File: config.mk
export PLATFORM = sky130hd
export DESIGN_NAME = minn_gate_peak_tracker
export DESIGN_NICKNAME = d
export VERILOG_FILES = /design/src/rtl/minn_pkg.sv /design/src/rtl/minn_evt_fifo.sv /design/src/rtl/minn_gate_peak_tracker.sv
export SDC_FILE = /design/constraint.sdc
export NUM_CORES = 1
export LEC_CHECK = 0
export ABC_CLOCK_PERIOD_IN_PS = 9120
export BUFFER_PORTS_ARGS = -buffer_cell sky130_fd_sc_hd__buf_2
export CELL_PAD_IN_SITES_DETAIL_PLACEMENT = 2
export CELL_PAD_IN_SITES_GLOBAL_PLACEMENT = 2
export CORE_ASPECT_RATIO = 0.6
export CORE_MARGIN = 1.5
export CORE_UTILIZATION = 28
export CTS_CLUSTER_DIAMETER = 80
export DETAILED_ROUTE_END_ITERATION = 16
export MAX_ROUTING_LAYER = met4
export PLACE_DENSITY = 0.67
export SLEW_MARGIN = 20
export SYNTH_ARGS = -nofsm -noshare
export SYNTH_HDL_FRONTEND = slang
export SYNTH_SLANG_ARGS = --single-unit
File: constraint.sdc
create_clock -name clk -period 9.12 [get_ports clk]
set_input_delay 0.912 -clock clk [delete_from_list [all_inputs] [get_ports clk]]
set_output_delay 0.912 -clock clk [all_outputs]
set_load 0.01 [all_outputs]
File: src/rtl/minn_pkg.sv
// Shared types for the Minn gate-and-peak tracker: FSM state encoding and
// the event record carried through the event queue.
package minn_pkg;

  // Default field widths of the event record; the tracker's width parameters
  // default to these so the record and the ports line up.
  localparam int MINN_METRIC_W = 36;
  localparam int MINN_ADDR_W   = 12;
  localparam int MINN_CNT_W    = 8;

  typedef enum logic [1:0] {
    GATE_IDLE    = 2'd0,
    GATE_OPEN    = 2'd1,
    GATE_CLOSING = 2'd2,
    GATE_HOLDOFF = 2'd3
  } gate_state_e;

  typedef struct packed {
    logic [MINN_ADDR_W-1:0]   addr;
    logic [MINN_METRIC_W-1:0] peak;
    logic [MINN_CNT_W-1:0]    width;
    logic                     truncated;
  } minn_evt_t;

endpackage

File: src/rtl/minn_evt_fifo.sv
// Small event queue built as a shifting register file: entry 0 is always the
// head, so the pop-side data comes straight from flops. A push and a pop in
// the same cycle are both accepted even when the queue is full.
module minn_evt_fifo #(
  parameter int DATA_WIDTH = 57,
  parameter int DEPTH      = 4
) (
  input  logic                  clk,
  input  logic                  rst_n,
  input  logic                  push_i,
  input  logic [DATA_WIDTH-1:0] push_data_i,
  input  logic                  pop_ready_i,
  output logic [DATA_WIDTH-1:0] pop_data_o,
  output logic                  full_o,
  output logic                  empty_o
);

  localparam int IDX_W = $clog2(DEPTH);
  localparam int CNT_W = IDX_W + 1;

  logic [DATA_WIDTH-1:0] mem_q [DEPTH];
  logic [DATA_WIDTH-1:0] mem_d [DEPTH];
  logic [CNT_W-1:0]      count_q, count_d;
  logic [CNT_W-1:0]      wr_idx;
  logic                  pop, push_ok;

  assign empty_o    = (count_q == '0);
  assign full_o     = (count_q == CNT_W'(DEPTH));
  assign pop        = !empty_o && pop_ready_i;
  assign push_ok    = push_i && (!full_o || pop);
  // After a pop everything moves down one slot, so the new entry lands one lower.
  assign wr_idx     = count_q - CNT_W'(pop);
  assign pop_data_o = mem_q[0];

  // Next-state of the queue contents and occupancy.
  always_comb begin
    // NOTE: every signal gets a default before any branch, so no path leaves
    // it unassigned and no latch is inferred.
    mem_d   = mem_q;
    count_d = count_q + CNT_W'(push_ok) - CNT_W'(pop);
    if (pop) begin
      for (int i = 0; i < DEPTH - 1; i++) begin
        mem_d[i] = mem_q[i+1];
      end
    end
    if (push_ok) begin
      mem_d[wr_idx[IDX_W-1:0]] = push_data_i;
    end
  end

  // Queue storage and occupancy registers.
  always_ff @(posedge clk or negedge rst_n) begin
    if (!rst_n) begin
      // NOTE: the storage is reset (unlike a RAM) because entry 0 drives the
      // event outputs directly and those must read zero out of reset.
      for (int i = 0; i < DEPTH; i++) begin
        mem_q[i] <= '0;
      end
      count_q <= '0;
    end else begin
      // NOTE: non-blocking assignments so every flop samples pre-edge values.
      mem_q   <= mem_d;
      count_q <= count_d;
    end
  end

endmodule

File: src/rtl/minn_gate_peak_tracker.sv
// Gate-and-peak detector for the Minn preamble path. While the threshold gate
// is open it tracks the largest metric and its buffer address; the gate closes
// after a run-time hysteresis of below-threshold samples or when a maximum
// width is hit. Qualified detections go to a small event queue, followed by an
// optional holdoff during which the comparator is ignored.
module minn_gate_peak_tracker
  import minn_pkg::*;
#(
  parameter int METRIC_WIDTH  = MINN_METRIC_W,
  parameter int ADDR_WIDTH    = MINN_ADDR_W,
  parameter int CNT_WIDTH     = MINN_CNT_W,
  parameter int FIFO_DEPTH    = 4,
  parameter int TIMING_OFFSET = 0
) (
  input  logic                    clk,
  input  logic                    rst_n,
  input  logic                    cfg_enable,
  input  logic [CNT_WIDTH-1:0]    cfg_hysteresis,
  input  logic [CNT_WIDTH-1:0]    cfg_min_width,
  input  logic [CNT_WIDTH-1:0]    cfg_max_width,
  input  logic [CNT_WIDTH-1:0]    cfg_holdoff,
  input  logic                    metric_valid,
  input  logic                    above_threshold,
  input  logic [METRIC_WIDTH-1:0] metric_value,
  input  logic [ADDR_WIDTH-1:0]   current_wptr,
  output logic                    evt_valid,
  input  logic                    evt_ready,
  output logic [ADDR_WIDTH-1:0]   evt_addr,
  output logic [METRIC_WIDTH-1:0] evt_peak,
  output logic [CNT_WIDTH-1:0]    evt_width,
  output logic                    evt_truncated,
  output logic [15:0]             overflow_count,
  output logic                    busy
);

  // The offset is folded into the address width, so negative offsets wrap.
  localparam logic [ADDR_WIDTH-1:0] ADDR_OFFSET = ADDR_WIDTH'(TIMING_OFFSET);
  localparam logic [CNT_WIDTH-1:0]  CNT_ONE     = CNT_WIDTH'(1);

  gate_state_e             state_q, state_d;
  logic [METRIC_WIDTH-1:0] peak_q, peak_d;
  logic [ADDR_WIDTH-1:0]   peak_wptr_q, peak_wptr_d;
  logic [CNT_WIDTH-1:0]    width_q, width_d;
  logic [CNT_WIDTH-1:0]    hyst_q, hyst_d;
  logic [CNT_WIDTH-1:0]    hold_q, hold_d;
  logic [CNT_WIDTH-1:0]    width_inc;
  logic [15:0]             overflow_q;
  logic                    close_gate, close_trunc;
  logic                    evt_push, evt_drop, evt_pop;
  logic                    fifo_full, fifo_empty;
  minn_evt_t               push_evt, head_evt;

  // Width counter saturates instead of wrapping on very long gates.
  assign width_inc = (width_q == '1) ? width_q : width_q + CNT_ONE;

  // Gate FSM next-state, peak tracking and close decision.
  always_comb begin
    state_d     = state_q;
    peak_d      = peak_q;
    peak_wptr_d = peak_wptr_q;
    width_d     = width_q;
    hyst_d      = hyst_q;
    hold_d      = hold_q;
    close_gate  = 1'b0;
    close_trunc = 1'b0;
    evt_push    = 1'b0;

    if (!cfg_enable) begin
      // Disabling abandons any gate in progress; queued events are untouched.
      state_d = GATE_IDLE;
    end else if (metric_valid) begin
      unique case (state_q)
        GATE_IDLE: begin
          if (above_threshold) begin
            state_d     = GATE_OPEN;
            peak_d      = metric_value;
            peak_wptr_d = current_wptr;
            width_d     = CNT_ONE;
          end
        end
        GATE_OPEN, GATE_CLOSING: begin
          if (above_threshold) begin
            state_d = GATE_OPEN;
            width_d = width_inc;
            // Strict compare: on a tie the earliest sample keeps the peak.
            if (metric_value > peak_q) begin
              peak_d      = metric_value;
              peak_wptr_d = current_wptr;
            end
            if ((cfg_max_width != '0) && (width_inc == cfg_max_width)) begin
              close_gate  = 1'b1;
              close_trunc = 1'b1;
            end
          end else if (state_q == GATE_OPEN) begin
            state_d = GATE_CLOSING;
            hyst_d  = cfg_hysteresis;
          end else if (hyst_q != '0) begin
            hyst_d = hyst_q - CNT_ONE;
          end else begin
            close_gate = 1'b1;
          end
        end
        GATE_HOLDOFF: begin
          // Comparator ignored; hold is never zero while in this state.
          if (hold_q <= CNT_ONE) begin
            hold_d  = '0;
            state_d = GATE_IDLE;
          end else begin
            hold_d = hold_q - CNT_ONE;
          end
        end
        default: state_d = GATE_IDLE;
      endcase

      if (close_gate) begin
        if (width_d >= cfg_min_width) begin
          evt_push = 1'b1;
          hold_d   = cfg_holdoff;
          state_d  = (cfg_holdoff == '0) ? GATE_IDLE : GATE_HOLDOFF;
        end else begin
          state_d = GATE_IDLE;
        end
      end
    end
  end

  // Event record built from the values the closing sample produces.
  always_comb begin
    push_evt.addr      = peak_wptr_d + ADDR_OFFSET;
    push_evt.peak      = peak_d;
    push_evt.width     = width_d;
    push_evt.truncated = close_trunc;
  end

  // Gate FSM and tracking registers.
  always_ff @(posedge clk or negedge rst_n) begin
    if (!rst_n) begin
      state_q     <= GATE_IDLE;
      peak_q      <= '0;
      peak_wptr_q <= '0;
      width_q     <= '0;
      hyst_q      <= '0;
      hold_q      <= '0;
    end else begin
      state_q     <= state_d;
      peak_q      <= peak_d;
      peak_wptr_q <= peak_wptr_d;
      width_q     <= width_d;
      hyst_q      <= hyst_d;
      hold_q      <= hold_d;
    end
  end

  assign evt_pop  = !fifo_empty && evt_ready;
  assign evt_drop = evt_push && fifo_full && !evt_pop;

  // Saturating count of events lost to a full queue.
  always_ff @(posedge clk or negedge rst_n) begin
    if (!rst_n) begin
      overflow_q <= '0;
    end else if (evt_drop && (overflow_q != 16'hFFFF)) begin
      overflow_q <= overflow_q + 16'd1;
    end
  end

  minn_evt_fifo #(
    .DATA_WIDTH ($bits(minn_evt_t)),
    .DEPTH      (FIFO_DEPTH)
  ) u_evt_fifo (
    .clk         (clk),
    .rst_n       (rst_n),
    .push_i      (evt_push),
    .push_data_i (push_evt),
    .pop_ready_i (evt_ready),
    .pop_data_o  (head_evt),
    .full_o      (fifo_full),
    .empty_o     (fifo_empty)
  );

  assign evt_valid      = !fifo_empty;
  assign evt_addr       = head_evt.addr;
  assign evt_peak       = head_evt.peak;
  assign evt_width      = head_evt.width;
  assign evt_truncated  = head_evt.truncated;
  assign overflow_count = overflow_q;
  assign busy           = (state_q != GATE_IDLE);

endmodule

## Word level (Yosys, flattened, before mapping)

Cells that the tools add are included.

- Mux-type cells: 56
- Bitwise logic cells: 2
- Reduce and logical (&&, ||, !) cells: 22
- Add/subtract/negate cells: 7
- Magnitude comparators: 5
- Equality and inequality tests: 11

Operator list:

| kind | number |
|---|---|
| bitwise mux 228 bit | 1 |
| 2-to-1 mux 228 bit | 1 |
| 2-to-1 mux 36 bit | 5 |
| 2-to-1 mux 171 bit | 1 |
| demux 57 bit (select 2 bit) | 1 |
| 2-to-1 mux 8 bit | 13 |
| one-hot mux 36 bit (2 select lines) | 1 |
| 2-to-1 mux 12 bit | 5 |
| 2-to-1 mux 57 bit | 1 |
| > comparator 36 bit | 1 |
| one-hot mux 12 bit (2 select lines) | 1 |
| 2-to-1 mux 2 bit | 9 |
| adder 16 x 1 -> 16 bit (second input constant) | 1 |
| != test 16 bit (second input constant) | 1 |
| one-hot mux 8 bit (2 select lines) | 1 |
| nonzero test 8 bit | 2 |
| subtractor 8 x 1 -> 8 bit (second input constant) | 2 |
| 2-to-1 mux 1 bit | 15 |
| adder 8 x 1 -> 8 bit (second input constant) | 1 |
| equality test 8 bit | 1 |
| equality test 8 bit (second input constant) | 1 |
| greater-or-equal comparator 8 bit | 1 |
| <= comparator 8 x 1 -> 1 bit (second input constant) | 1 |
| zero test 8 bit | 1 |
| 24 further kinds | 35 |

- Output and inout bits: 75
- Input port bits: 86
- Register bits after elaboration: 321
- Word-level logic and storage cells: 115

## Depth between registers and ports, before layout

Gate-level depths: netlist (run 1).

- Depth after elaboration: 15
- Mapped depth: 20
- Depth with buffers taken out: 19

## By module

Synthesis (run 1) repeated with hierarchy kept, for this count alone.

- Cell total of the unflattened synthesis: 1540
- Area total of the unflattened synthesis: 17971.0 µm²

Modules (own cells, without submodules):

| module | seq. area each (µm²) | cells an instance | area each (µm²) | instances |
|---|---|---|---|---|
| minn_evt_fifo | 5780.5 | 751 | 11257.0 | 1 |
| minn_gate_peak_tracker | 2252.2 | 789 | 6713.9 | 1 |

## Worst setup path after synthesis (run 1)

Ideal clock, no wire load.

- Kind: input to register
- Start point: in above_threshold
- End point: reg u_evt_fifo.mem_q[105] in the netlist's numbering
- Data required time: 8.995 ns
- Cell stages on the path: 15
- Library setup time: 0.125 ns
- Buffers on the path: 4
- Data arrival time: 4.657 ns
- Path slack: 4.338 ns
- Path through: clkbuf_1 -> clkbuf_1 -> clkbuf_1 -> o21bai_1 -> o21ai_0 -> o31ai_1 -> ha_1 -> or4_1 -> a21oi_1 -> o21ai_0 -> o2111ai_1 -> nor4_1 -> o2111ai_1 -> clkbuf_1 -> mux2_2

RTL lines:

| element | line | source |
|---|---|---|
| from (decl) | minn_gate_peak_tracker.sv:23 | `input logic above_threshold,` |
| to (signal assigned) | minn_evt_fifo.sv:62 | `mem_q <= mem_d;` |
| to (decl) | minn_evt_fifo.sv:21 | `logic [DATA_WIDTH-1:0] mem_q [DEPTH];` |

==> impl_metrics.yaml, run 1 <==
drt:
  viasPerCell: 5.10
  route.antenna.remaining_nets: 0
  num_vias: 13300
  drt-wirelength-per-cell_um: 21.3
  routed_wirelength_um: 55700
  drt_pre_antenna_iters: 4
  drt-initial-drc-count: 691
  post-route-drc-count: 0
setup_path:
  startpoint_type: "flop"
  worst-path-max-fanout: 65
  critical_path_arrival_ns: 5.99
  dominant_delay_contributor_by_cell_family_on_the_critical_path: "compound AO/OA/AOI/OAI gates"
  worst-path-buf-inv: 2
  slowest_stage: "sky130_fd_sc_hd__a2111o_2"
  criticalPathCategory: "reg -> reg"
  slowest_stage_delay_cp_ns: 0.82
  path_cells: "inv_1, ha_1, nand2_1, or2_2, o31ai_1, ha_1, or4_1, a21oi_1, o21ai_0, o2111ai_1, or4_1, a2111o_2, buf_4, nor2_1, a21oi_1"
  cp_data_required_time_ns: 9.49
  cp-end-kind: "flop"
yosys:
  async_flop_share_pct: 100
  synth_sequential_area_ratio_pct: 45.2
  netlist_top_cells_area: "sky130_fd_sc_hd__dfrtp_1 45%, sky130_fd_sc_hd__mux2i_1 12%, sky130_fd_sc_hd__mux2_2 7.9%, sky130_fd_sc_hd__ha_1 4.0%, sky130_fd_sc_hd__o21a_1 3.8%"
  yosys_register_bits: 321
  syn_nets: 1828
  ys_top_cells_by_count: "321 x sky130_fd_sc_hd__dfrtp_1, 205 x sky130_fd_sc_hd__mux2i_1, 153 x sky130_fd_sc_hd__nand2_1"
  synth_most_common_cell: "sky130_fd_sc_hd__dfrtp_1"
  synthesis.area_per_instance_um2: 10.5
  yosys.cell_types.count: 65
  synthDominantAreaCellType: "sky130_fd_sc_hd__dfrtp_1"
  synth.cell_area_um2: 17800
  synth_flop_cell: "sky130_fd_sc_hd__dfrtp_1"
  post_synth_inst_count: 1684
  ys.warnings.count: 0
  synth_enable_flop_cells: 0
  synth_top_area_share_pct: 45.2
clocking:
  h-tree-depth: 2
  clkSlewWorstSetupHoldPaths_ns: 0.07
  postCtsHoldBufs: 0
  cts_sinks: 321
  clockRootBuffer: "sky130_fd_sc_hd__clkbuf_16"
  max-clock-path-buffers: 3
  resized_after_cts: 0
  worst_skew_pair.late_latency_ns: 0.55
  tritoncts: "done"
  post-cts-setup-buffers: 0
  cts-buffers-inserted: 37
die:
  effective_utilization_at_floorplan_pct: 28.3
  die_y_um: 198
  fp.dieArea_um2: 65000
  number_of_rows_created_at_floorplan: 71
  coreArea_um2: 62700
  ioPinCount: 161
  die-width_um: 328
timing:
  final_period_minus_worst_setup_slack_ns: 5.62
  timing.clock.skew_ns: 0.0307
  timing.max_slew.rel_slack_pct: 25.0
  drv_slew: 0
  worst_slew_pin_slew_ns: 1.13
  clock.fmax_mhz: 178
  tcrit_tclk_final_pct: 61.6
  grt_setup_unrepaired: "no"
  setup_viol: 0
  final-hold-violation-count: 0
  fin_hold_ws_ns: 0.395
  minimum_setup_slack_in_the_final_design_ns: 3.50
  final.setup.tns_ns: 0
pwr:
  static-leakage-power_nw: 10.7
  pwr-share-clk_pct: 40.0
  power.share.sequential_pct: 39.5
  comb_power_share_pct: 20.4
  cell_internal_pwr_mw: 2.78
  ir_drop_worst_vdd_uv: 113
  cellPowerDensity_nw_per_um2: 198
  power_switching_mw: 1.24
  power.share.switching_pct: 30.8
hold_path:
  timing.hold.worst.class: "in -> async"
layout:
  finalInstanceArea_um2: 20300
  synthToLayoutAreaGrowth_pct: 14.4
  count_of_nets_after_finishing: 1888
  drive_above_1_share_pct: 21.4
  layout.core_utilization_pct: 32.4
placement:
  portBuffers: 160
  postPlaceCellArea_um2: 19000
  finalWeightedCongestion: 0.896
  dpl_worst_slack_ns: 3.55
  dp.final_hpwl_um: 37100
global_routing:
  global_route.overflow_total: 0
  grt_pass1_wl_um: 88100
  number_of_antenna_violations_at_the_first_check_in_global_routing: 1
  pin_count_of_the_biggest_net_entering_global_routing: 157
  number_of_global_route_vias_before_repair: 14700
  grtUsageTotal_pct: 17.8
outcome:
  outcome: "complete, no violations"
flow_run:
  max_cap_violations: 0
[power by group through the flow]
stage	Combinational [mW]	Clock, mW	Sequential [mW]
finish	0.822	1.61	1.59
CTS	0.834	1.67	1.59
floorplan	0.559	0	1.59
global route	0.918	1.72	1.60
detailed placement	0.827	0	1.61
global placement	0.792	0	1.60
[metal layers]
layer	vias to the layer above	wire length, um	GRT usage, %
met5	-	0	-
met4	0	788	3.29
met3	51	1920	2.62
met2	196	25100	27.6
met1	6967	27800	24.7
li1	6113	-	-
[path summary, 6_finish.rpt]
| path | slack [ns] | depth (start not counted) | from | to |
|---|---|---|---|---|
| hold reg to reg | 0.49 | 2 | flop | flop |
| min in group clk | 0.49 | 2 | flop | flop |
| max in group asynchronous | 7.14 | 2 | rst_n | u_evt_fifo.mem_q[134]$_DFF_PN0_ |
| hold / removal | 0.40 | 1 | rst_n | overflow_count[2]$_DFFE_PN0P_ |
| setup / recovery | 3.50 | 15 | state_q[0]$_DFFE_PN0P_ | u_evt_fifo.pop_data_o[3]$_DFF_PN0_ |
| setup reg to reg | 3.50 | 15 | state_q[0]$_DFFE_PN0P_ | u_evt_fifo.pop_data_o[3]$_DFF_PN0_ |
[per-stage QoR]
step / power, mW / cells
floorplan: 2.14 / 1684
global placement: 2.39 / 2543
detailed placement: 2.44 / 2544
CTS: 4.09 / 2610
global route: 4.24 / 2610
finish: 4.02 / 2611
[cell families (layout without fill, tap and decap cells)]
kind of cell / count (synthesis) / in the layout / synth area share, %
muxes: 330 / 330 / 19.5
other: 0 / 1 / 0
and+or+nand+nor: 350 / 350 / 9.38
adders and majority gates: 58 / 58 / 4.13
buffers and inverters: 240 / 327 / 6.44
DFF: 321 / 321 / 45.2
AOI/OAI and AO/OA: 361 / 361 / 14.2
xor gates and xnor gates: 24 / 24 / 1.18
[cell type report]
type / count / area [um2]
sequential: 321 / 8030
clock buffer: 53 / 1080
inverter: 82 / 308
clock inverter: 13 / 220
tap: 839 / 1050
timing repair buffer: 179 / 988
antenna: 1 / 2.50
fill: 6806 / 42400
multi-input combinational: 1123 / 8640
[cell usage in the layout (no fill, tap or decap), types with 7 or more instances in the layout]
master                        n
sky130_fd_sc_hd__a21o_1       8
sky130_fd_sc_hd__a21oi_1     54
sky130_fd_sc_hd__a221o_1     41
sky130_fd_sc_hd__a22oi_1     10
sky130_fd_sc_hd__a31oi_1      9
sky130_fd_sc_hd__and2_1      47
sky130_fd_sc_hd__and3_1       9
sky130_fd_sc_hd__buf_2      158
sky130_fd_sc_hd__buf_4       18
sky130_fd_sc_hd__clkbuf_1     8
sky130_fd_sc_hd__clkbuf_16   38
sky130_fd_sc_hd__clkbuf_8     7
sky130_fd_sc_hd__dfrtp_1    321
sky130_fd_sc_hd__ha_1        57
sky130_fd_sc_hd__inv_1       81
sky130_fd_sc_hd__mux2_2     125
sky130_fd_sc_hd__mux2i_1    205
sky130_fd_sc_hd__nand2_1    153
sky130_fd_sc_hd__nand3_1     16
sky130_fd_sc_hd__nand4_1     15
sky130_fd_sc_hd__nor2_1      55
sky130_fd_sc_hd__nor3_1      12
sky130_fd_sc_hd__nor4_1       8
sky130_fd_sc_hd__o21a_1      89
sky130_fd_sc_hd__o21ai_0     69
sky130_fd_sc_hd__o22ai_1     31
sky130_fd_sc_hd__xnor2_1     18
No activity file was read; power rests on OpenSTA's default activity.
==> run 2: changes to the inputs <==
Settings changed: ABC_CLOCK_PERIOD_IN_PS 9120 to 4950, PLACE_DENSITY 0.67 to 0.7.
Clock period 9.12 ns to 4.95 ns, I/O delays scaled along.
==> run 2 against run 1 <==
Effect of this change: the flow now finishes with violations (hold timing); first-iteration DRC count shrank 13%; worst setup slack got worse by 3.0 ns; critical path type unchanged; non-clock buffer count increased by 17; die area stayed put; cell count rose by 0.50%.
==> impl_metrics.yaml, run 2 (synthesis gave the netlist of run 1 again) <==
setup_path:
  cp.depth: 14
  cp_data_required_time_ns: 5.38
  slowest_stage_delay_cp_ns: 0.60
  critical_path_arrival_ns: 4.90
  worst-path-max-fanout: 104
  worst-r2r-setup-slack_ns: 0.47
  startpoint_type: "flop"
  slowest_stage: "sky130_fd_sc_hd__dfrtp_1"
  reg2regPathDepth: 14
  worst-path-buf-inv: 1
  dominant_delay_contributor_by_cell_family_on_the_critical_path: "compound AO/OA/AOI/OAI gates"
  criticalPathCategory: "reg -> reg"
  cp-end-kind: "flop"
  path_cells: "nand3_1, a31oi_1, a21oi_1, o21ai_0, o31ai_1, ha_1, o21a_1, o21ai_0, a21oi_1, o2111ai_1, or4_1, a2111o_2, buf_12, o21a_1"
drt:
  drt-wirelength-per-cell_um: 21.4
  routed_wirelength_um: 56200
  num_vias: 13400
  drt-initial-drc-count: 600
  post-route-drc-count: 0
  route.antenna.remaining_nets: 0
  drt_pre_antenna_iters: 4
  viasPerCell: 5.12
global_routing:
  number_of_global_route_vias_before_repair: 15000
  grtUsageTotal_pct: 17.8
  pin_count_of_the_biggest_net_entering_global_routing: 134
  global_route.overflow_total: 0
  grt_pass1_wl_um: 88200
  number_of_antenna_violations_at_the_first_check_in_global_routing: 1
timing:
  timing.max_slew.rel_slack_pct: 38.6
  clock.fmax_mhz: 223
  timing.clock.skew_ns: 0.0263
  final_period_minus_worst_setup_slack_ns: 4.48
  final.setup.tns_ns: 0
  fin_hold_ws_ns: -0.0357
  tcrit_tclk_final_pct: 90.4
  setup_viol: 0
  drv_slew: 0
  final-hold-violation-count: 6
  grt_setup_unrepaired: "no"
  worst_slew_pin_slew_ns: 0.921
pwr:
  cellPowerDensity_nw_per_um2: 354
  static-leakage-power_nw: 10.8
  ir_drop_worst_vdd_uv: 170
clocking:
  h-tree-depth: 2
  clkSlewWorstSetupHoldPaths_ns: 0.06
  cts-buffers-inserted: 37
  worst_skew_pair.late_latency_ns: 0.54
  postCtsHoldBufs: 0
  clockRootBuffer: "sky130_fd_sc_hd__clkbuf_16"
  resized_after_cts: 0
  max-clock-path-buffers: 3
  post-cts-setup-buffers: 0
  cts_sinks: 321
  tritoncts: "done"
layout:
  synthToLayoutAreaGrowth_pct: 14.9
  drive_above_1_share_pct: 22.1
  count_of_nets_after_finishing: 1905
  mostFrequentLayoutCell: "sky130_fd_sc_hd__dfrtp_1"
  layout.cells.most_common_list: "321 x sky130_fd_sc_hd__dfrtp_1, 205 x sky130_fd_sc_hd__mux2i_1, 158 x sky130_fd_sc_hd__buf_2, 153 x sky130_fd_sc_hd__nand2_1, 125 x sky130_fd_sc_hd__mux2_2"
placement:
  dp.final_hpwl_um: 38000
  portBuffers: 160
  finalWeightedCongestion: 0.878
die:
  ioPinCount: 161
  die_y_um: 198
  effective_utilization_at_floorplan_pct: 28.3
  fp.dieArea_um2: 65000
  die-width_um: 328
  number_of_rows_created_at_floorplan: 71
  coreArea_um2: 62700
hold_path:
  timing.hold.worst.class: "in -> async"
outcome:
  outcome: "finished with violations"
  violations_in_the_final_reports: "hold timing"
flow_run:
  max_cap_violations: 0
==> run 2: layer usage <==
| layer | part of all wire (%) | up-vias | GRT usage [%] |
|---|---|---|---|
| li1 | - | 6138 | - |
| met1 | 49 | 7028 | 24.3 |
| met2 | 46 | 206 | 28.0 |
| met3 | 3.9 | 73 | 2.88 |
| met4 | 1.7 | 0 | 3.77 |
| met5 | 0 | - | - |
==> run 2: path summary, 6_finish.rpt <==
path	from	endpoint
max	width_q[2]$_DFF_PN0_	u_evt_fifo.pop_data_o[32]$_DFF_PN0_
max reg2reg	width_q[2]$_DFF_PN0_	u_evt_fifo.pop_data_o[32]$_DFF_PN0_
max in group asynchronous	rst_n	u_evt_fifo.mem_q[108]$_DFF_PN0_
min in group clk	cfg_holdoff[1]	hold_q[1]$_DFFE_PN0P_
min reg2reg	flop	flop
min	rst_n	overflow_count[7]$_DFFE_PN0P_
==> run 2: final cells by class <==
cell class	instances	area, um2
timing repair buffer	196	1180
tap	839	1050
fill	6790	42300
sequential	321	8030
multi-input combinational	1123	8650
clock buffer	50	1050
antenna	1	2.50
inverter	82	308
clock inverter	12	134
==> run 2: through the flow <==
stage | utilization (%) | cells | instance area (um2) | total power, mW | worst slack (ns)
2_1_floorplan | - | 1684 | 17800 | 3.95 | 0.585
3_3_place_gp | 30.6 | 2561 | 19200 | 4.42 | 0.561
3_5_place_dp | 30.6 | 2561 | 19200 | 4.52 | 0.348
4_1_cts | 32.5 | 2623 | 20400 | 7.34 | 0.326
5_1_grt | 32.5 | 2624 | 20400 | 7.61 | 0.0558
6_report | 32.5 | 2624 | 20400 | 7.23 | 0.473
==> run 2: power breakdown <==
part | total [mW] | switching (mW) | internal (mW) | leakage, nW
Clock | 2.75 | 1.16 | 1.59 | 0.581
Sequential | 2.92 | 0.141 | 2.78 | 4.30
Combinational | 1.55 | 0.976 | 0.575 | 5.88
